**config.mk**
```make
export PLATFORM = sky130hd
export DESIGN_NAME = joyserial_reader
export DESIGN_NICKNAME = d
export VERILOG_FILES = /design/src/rtl/joyserial_pkg.sv /design/src/rtl/joyserial_tick.sv /design/src/rtl/joyserial_reader.sv
export SDC_FILE = /design/constraint.sdc
export NUM_CORES = 1
export LEC_CHECK = 0
export BUFFER_PORTS_ARGS = -buffer_cell sky130_fd_sc_hd__buf_4
export CAP_MARGIN = 0
export CORE_MARGIN = 2
export CORE_UTILIZATION = 41
export DETAILED_ROUTE_END_ITERATION = 12
export MAX_ROUTING_LAYER = met4
export PLACE_DENSITY = 0.68
export SETUP_SLACK_MARGIN = 0.5
export SLEW_MARGIN = 20
export SYNTH_ARGS = -nofsm -noshare
export SYNTH_HDL_FRONTEND = slang
export SYNTH_SLANG_ARGS = --single-unit
```
**constraint.sdc**
```tcl
create_clock -name clk -period 3.1 [get_ports clk]
set_input_delay 0.62 -clock clk [delete_from_list [all_inputs] [get_ports clk]]
set_output_delay 0.62 -clock clk [all_outputs]
set_load 0.05 [all_outputs]
```
**src/rtl/joyserial_pkg.sv**
```systemverilog
// Shared constants and helpers for the serial joystick reader.
// Frame layout: LOAD_SLOT, lead slots, then W sampled slots (the last one also transfers).
package joyserial_pkg;

  localparam int LOAD_SLOT      = 0;
  localparam int DEF_LEAD_SLOTS = 2;

  typedef enum logic [1:0] {
    SLOT_LOAD,
    SLOT_LEAD,
    SLOT_SAMPLE,
    SLOT_LAST
  } slot_class_e;

  function automatic int joy_width(input int num_joys, input int bits_per_joy);
    return num_joys * bits_per_joy;
  endfunction

  function automatic int frame_slots(input int lead_slots, input int width);
    return lead_slots + width;
  endfunction

  function automatic int first_sample_slot(input int lead_slots);
    return lead_slots;
  endfunction

  // Player 0 sits in the most significant field because it is shifted in first.
  function automatic int joy_field_lsb(input int p, input int num_joys = 2,
                                       input int bits_per_joy = 12);
    return (num_joys - p - 1) * bits_per_joy;
  endfunction

endpackage

```
**src/rtl/joyserial_tick.sv**
```systemverilog
// Free-running divider producing the chain shift clock and a one-clk enable
// on the clk edge where joy_clk rises.
module joyserial_tick
  import joyserial_pkg::*;
#(
  parameter int DIV_LOG2 = 5
) (
  input  logic clk,
  input  logic rst,
  output logic joy_clk,
  output logic tick
);

  localparam logic [DIV_LOG2-1:0] TICK_DIV = {1'b0, {(DIV_LOG2-1){1'b1}}};

  logic [DIV_LOG2-1:0] div_q;
  logic [DIV_LOG2-1:0] div_d;

  always_comb begin
    div_d = div_q + 1'b1;
  end

  always_ff @(posedge clk) begin
    if (rst) begin
      div_q <= '0;
    end else begin
      div_q <= div_d;
    end
  end

  assign joy_clk = div_q[DIV_LOG2-1];
  assign tick    = (div_q == TICK_DIV);

endmodule

```
**src/rtl/joyserial_reader.sv**
```systemverilog
// Serial joystick reader for daisy-chained 74HC165-style registers; joy_out updates atomically per frame.
// Optional feature: define JOYSERIAL_DEBOUNCE_EN to require each bit to match across two frames.
module joyserial_reader
  import joyserial_pkg::*;
#(
  parameter int NUM_JOYS     = 2,
  parameter int BITS_PER_JOY = 12,
  parameter int DIV_LOG2     = 5,
  parameter int LEAD_SLOTS   = DEF_LEAD_SLOTS
) (
  input  logic                             clk,
  input  logic                             rst,
  input  logic                             joy_data,
  input  logic                             hold,
  output logic                             joy_clk,
  output logic                             joy_load,
  output logic [NUM_JOYS*BITS_PER_JOY-1:0] joy_out,
  output logic                             frame_done
);

  localparam int W      = joy_width(NUM_JOYS, BITS_PER_JOY);
  localparam int FRAME  = frame_slots(LEAD_SLOTS, W);
  localparam int SLOT_W = $clog2(FRAME);

  localparam logic [SLOT_W-1:0] LOAD_SLOT_V  = SLOT_W'(LOAD_SLOT);
  localparam logic [SLOT_W-1:0] FIRST_SMP_V  = SLOT_W'(first_sample_slot(LEAD_SLOTS));
  localparam logic [SLOT_W-1:0] LAST_SLOT_V  = SLOT_W'(FRAME - 1);

  logic tick;

  joyserial_tick #(
    .DIV_LOG2(DIV_LOG2)
  ) u_tick (
    .clk    (clk),
    .rst    (rst),
    .joy_clk(joy_clk),
    .tick   (tick)
  );

  logic [SLOT_W-1:0] slot_q, slot_d;
  logic [W-1:0]      shadow_q, shadow_d;
  logic [W-1:0]      joy_out_q, joy_out_d;
  logic              joy_load_q, joy_load_d;
  logic              frame_done_q, frame_done_d;
  slot_class_e       slot_cls;
`ifdef JOYSERIAL_DEBOUNCE_EN
  logic [W-1:0]      prev_q, prev_d;
  logic [W-1:0]      stable;
`endif

  always_comb begin
    if (slot_q == LOAD_SLOT_V) begin
      slot_cls = SLOT_LOAD;
    end else if (slot_q == LAST_SLOT_V) begin
      slot_cls = SLOT_LAST;
    end else if (slot_q >= FIRST_SMP_V) begin
      slot_cls = SLOT_SAMPLE;
    end else begin
      slot_cls = SLOT_LEAD;
    end
  end

  // The transfer sees shadow_d so the final sample lands in joy_out on its own edge.
  always_comb begin
    slot_d       = slot_q;
    shadow_d     = shadow_q;
    joy_out_d    = joy_out_q;
    joy_load_d   = joy_load_q;
    frame_done_d = 1'b0;
`ifdef JOYSERIAL_DEBOUNCE_EN
    prev_d       = prev_q;
    stable       = '0;
`endif
    if (tick) begin
      slot_d     = (slot_cls == SLOT_LAST) ? '0 : slot_q + 1'b1;
      joy_load_d = (slot_cls != SLOT_LOAD);
      if (slot_cls == SLOT_SAMPLE || slot_cls == SLOT_LAST) begin
        shadow_d = {shadow_q[W-2:0], joy_data};
      end
      if (slot_cls == SLOT_LAST) begin
`ifdef JOYSERIAL_DEBOUNCE_EN
        stable = ~(shadow_d ^ prev_q);
        prev_d = shadow_d;
        if (!hold) begin
          joy_out_d    = (joy_out_q & ~stable) | (shadow_d & stable);
          frame_done_d = 1'b1;
        end
`else
        if (!hold) begin
          joy_out_d    = shadow_d;
          frame_done_d = 1'b1;
        end
`endif
      end
    end
  end

  always_ff @(posedge clk) begin
    if (rst) begin
      slot_q       <= '0;
      shadow_q     <= '1;
      joy_out_q    <= '1;
      joy_load_q   <= 1'b1;
      frame_done_q <= 1'b0;
`ifdef JOYSERIAL_DEBOUNCE_EN
      prev_q       <= '1;
`endif
    end else begin
      slot_q       <= slot_d;
      shadow_q     <= shadow_d;
      joy_out_q    <= joy_out_d;
      joy_load_q   <= joy_load_d;
      frame_done_q <= frame_done_d;
`ifdef JOYSERIAL_DEBOUNCE_EN
      prev_q       <= prev_d;
`endif
    end
  end

  assign joy_load   = joy_load_q;
  assign joy_out    = joy_out_q;
  assign frame_done = frame_done_q;

endmodule

```
# After elaboration in Yosys (flattened, before gate mapping)
# Index checks and enable logic that the tools add are counted.
[word_totals]
mem_count = 0
elab_cells = 27
ram_bits = 0
regBits = 60
latch_bits = 0
rom_bits = 0
output_inout_bits = 27
[op_classes]
multipliers = 0
div_mod_pow = 0
addsub = 2
n_eq_ne = 4
n_bitwise = 3
magnitude_cmp = 1
muxes = 6
shifts = 0
reduce_logical = 5
[ops]
columns = ["op", "n"]
rows = [
  ["24-bit 2-to-1 mux", 1],
  ["5-bit by 1-bit adder with 5-bit output, second input constant", 2],
  ["2-bit 2-to-1 mux", 3],
  ["5-bit by 4-bit == test with 1-bit output, second input constant", 1],
  ["5-bit == test, second input constant", 1],
  ["5-bit by 2-bit >= comparator with 1-bit output, second input constant", 1],
  ["5-bit zero test", 1],
  ["5-bit 2-to-1 mux", 1],
  ["2-bit == test, second input constant", 2],
  ["1-bit NOT", 3],
  ["3-bit AND reduction", 1],
  ["3-bit OR reduction", 1],
  ["2-bit nonzero test", 1],
  ["1-bit logical OR", 1],
  ["1-bit 2-to-1 mux", 1],
]

# Logic depth before layout (Yosys ltp)
[logic_depth]
depth_word = 7
ltp_mapped = 8

# By module
# Synthesis repeated with hierarchy kept, for this count alone.
[unflattened]
hier_cells = 210
hier_area_um2 = 2242.2
[modules_own_cells]
columns = ["module", "area_per_inst_um2", "instances", "cells_each"]
rows = [
  ["joyserial_reader", 2049.5, 1, 192],
  ["joyserial_tick", 192.7, 1, 18],
]

# Worst setup path after synthesis
# Ideal clock, no wire load.
[synth_timing]
kind = "register -> register"
startpoint = "register u_tick.div_q[0]"
endpoint = "register joy_out_q[10] (netlist: joy_out[10])"
setup_slack_ns = 1.249
t_arrival_ns = 1.779
n_path_buf = 2
path_stages_with_launch = 9
t_required_ns = 3.028
setup_time_ns = 0.072
period_less_slack_ns = 1.851
cell_sequence = "dfxtp_1 > ha_1 > and3_1 > ha_1 > buf_4 > nand2_1 > nor4_4 > buf_6 > mux2i_1"
[synth_between]
elab_chain_len = 2
[synth_rtl]
columns = ["element", "line_no", "source"]
rows = [
  ["from (decl)", "joyserial_tick.sv:16", "logic [DIV_LOG2-1:0] div_q;"],
  ["from (signal assigned)", "joyserial_tick.sv:27", "div_q <= div_d;"],
  ["5-bit by 4-bit == test with 1-bit output", "joyserial_tick.sv:32", "assign tick = (div_q == TICK_DIV);"],
  ["3-bit AND reduction (no line)", "n/a", ""],
  ["to (signal assigned)", "joyserial_reader.sv:111", "joy_out_q <= joy_out_d;"],
  ["to (decl)", "joyserial_reader.sv:42", "logic [W-1:0] joy_out_q, joy_out_d;"],
]
# Every way passes these cells.
# A chain may end at the register's enable or synchronous reset.

# Final worst setup path
[layout_timing]
startpoint = "register u_tick.div_q[0]"
endpoint = "register joy_out_q[11] (netlist: joy_out[11])"
# The elaborated chain is that of the path after synthesis.

==> results_dict.tcl <==
set metrics [dict create \
    synth_top_area_share_pct 52.9 \
    holdBufCountCts 0 \
    ys.flop_type "dfxtp_1" \
    tightest_slew_ps 618 \
    postSynthCellCount 210 \
    crit_path_end_kind "flip-flop" \
    final_area_sq_um 2710 \
    grt_max_degree 61 \
    wl_per_cell_um 11.6 \
    first_pass_iters 4 \
    yosys_register_bits 59 \
    core.rowCount 26 \
    drive_gt1_share_pct 21.3 \
    ir_drop_mv 0.336 \
    antenna_cells 0 \
    post_cts.repair.setup_buffers 0 \
    io_pins 31 \
    wl_um 3640 \
    min_period_ps 2120 \
    clkTransAtPathRegs_ps 70 \
    clk_path_buf_depth 2 \
    syn-cell-area_sq_um 2230 \
    startpoint_type "flip-flop" \
    grt_pass1_vias 1454 \
    leakagePower_nw 0.943 \
    initial_core_util_pct 43.2 \
    slew_headroom_pct 58.5 \
    synth.most_common_cell "dfxtp_1" \
    synth.yosys.seq_area_share_pct 52.9 \
    outcome "finished, final reports clean" \
    multi_input_area_sq_um 952 \
    htreeDepth 3 \
    vias 1458 \
    drv_cap 0 \
    hold_viol 0 \
    route.detailed.drc 0 \
    rsz0062_at_grt "false" \
    antenna_found_initial 0 \
    viasPerCell 4.64 \
    critical_path_arrival_ps 2380 \
    numCtsBuffers 9 \
    die_height_um 77.8 \
    grt_pass1_wl_um 6350 \
    skew_ps 8.53 \
    clockRootBuffer "clkbuf_8" \
    setup-tns-final_ps 0 \
    fmax_mhz 471 \
    ant_nets 0 \
    gp_congestion 0.745 \
    post_cts_resized 0 \
    port_buffers 30 \
    synth_warnings 0 \
    synth-edff-count 0 \
    required_ps 3350 \
    slew_violations 0 \
    min_path_type "flip-flop to flip-flop" \
    chipWidth_um 77.8 \
    finalSetupViolations 0 \
    numClockSinks 59 \
    synth_commonest_cells "dfxtp_1 (59), nor2_1 (53), mux2i_1 (48)" \
    yosys-top-cells-area "dfxtp_1 (53%), mux2i_1 (22%), nor2_1 (8.9%)" \
    period_share_pct 68.5 \
    whs_ps 446 \
    grt_usage_pct 13.9 \
    grt_overflow 0 \
    power.density_nw_per_um2 596 \
    avgSynthCellArea_sq_um 10.6 \
    postSynth.asyncResetShare_pct 0 \
    placed_area_sq_um 2470 \
    cp_max_fo 25 \
    seq_area_sq_um 1180 \
    fillers 481 \
    yosysUniqueCellTypes 24 \
    nets 249 \
    areaGrowthSynthToFinish_pct 21.5 \
    critPathKind "flip-flop to flip-flop" \
    drt_iter0_markers 49 \
    power.total_mw 1.62 \
    die-area_sq_um 6050 \
    cts_tree "yes" \
    core_sq_um 5170 \
    synth_top_cell_by_area "dfxtp_1" \
    place_hpwl_um 2240 \
    clk_latency_ps 330 \
    synth_nets 220 \
]
final cells by class:
class,instances,area share (%)
Clock buffer,9,4.57
Clock inverter,7,4.29
Inverter,3,0.415
Multi-Input combinational cell,134,35.1
Sequential cell,59,43.5
Tap cell,70,3.23
Timing Repair Buffer,32,8.86
power breakdown:
group	total, mW	internal, mW	switching, mW
logic	0.0211	0.00666	0.0144
clock network	0.832	0.532	0.300
registers	0.764	0.761	0.00230
stage by stage:
stage / std cells / util, % / worst slack [ps]
after floorplan: 210 / - / 1250
after global placement: 298 / 47.8 / 1070
after detailed placement: 298 / 47.8 / 986
after CTS: 314 / 52.4 / 963
after global routing: 314 / 52.4 / 773
final: 314 / 52.4 / 976
registers in the layout (all words and copies together), names as in the netlist:
register	cells
joy_out	24
shadow_q	23
slot_q	5
u_tick.div_q	5
frame_done	1
joy_load	1
metal layers:
layer | routed length [um] | track usage, % | vias to the layer above
met5 | 0 | - | -
met4 | 105 | 9.29 | 0
met3 | 153 | 4.65 | 9
met2 | 1730 | 21.3 | 25
met1 | 1650 | 15.4 | 672
li1 | - | - | 752
final timing paths:
kind | to | depth (start not counted) | from | slack (ps)
worst max-delay path | joy_out[11] | 7 | u_tick.div_q[0] | 980
worst min-delay path | u_tick.div_q[0] | 1 | u_tick.div_q[0] | 450
worst max register to register | joy_out[11] | 7 | u_tick.div_q[0] | 980
worst min register to register | u_tick.div_q[0] | 1 | u_tick.div_q[0] | 450
cells in the final DEF, fill, tap and decap left out:
cell type / n
buf_4: 32
nand3_1: 1
o21bai_1: 1
xor2_1: 4
ha_1: 6
mux2i_1: 48
nand4_1: 2
nor4_4: 1
clkinvlp_4: 1
inv_1: 3
bufinv_16: 3
nor2_1: 53
nor3_1: 7
xnor2_1: 2
nor2b_1: 2
dfxtp_1: 59
or2_2: 1
clkbuf_8: 9
and3_1: 1
nand2_2: 1
a31oi_1: 1
clkinv_4: 1
nand2_1: 2
a21boi_4: 1
clkinv_2: 2
critical path, cell delays in order (launching register included):
cell and delay, ps:
dfxtp_1 350, ha_1 200, and3_1 170, ha_1 340, nand2_1 160, nor4_4 150
buf_4 410, mux2i_1 260
kinds of logic after synthesis:
| group | synth area share [%] |
|---|---|
| adders and majority gates | 3.36 |
| DFF | 52.9 |
| AOI/OAI and AO/OA | 0.953 |
| and+or+nand+nor | 14.0 |
| xor gates and xnor gates | 2.35 |
| buffers and inverters | 4.93 |
| muxes | 21.5 |
(Power assumes the default switching activity.)
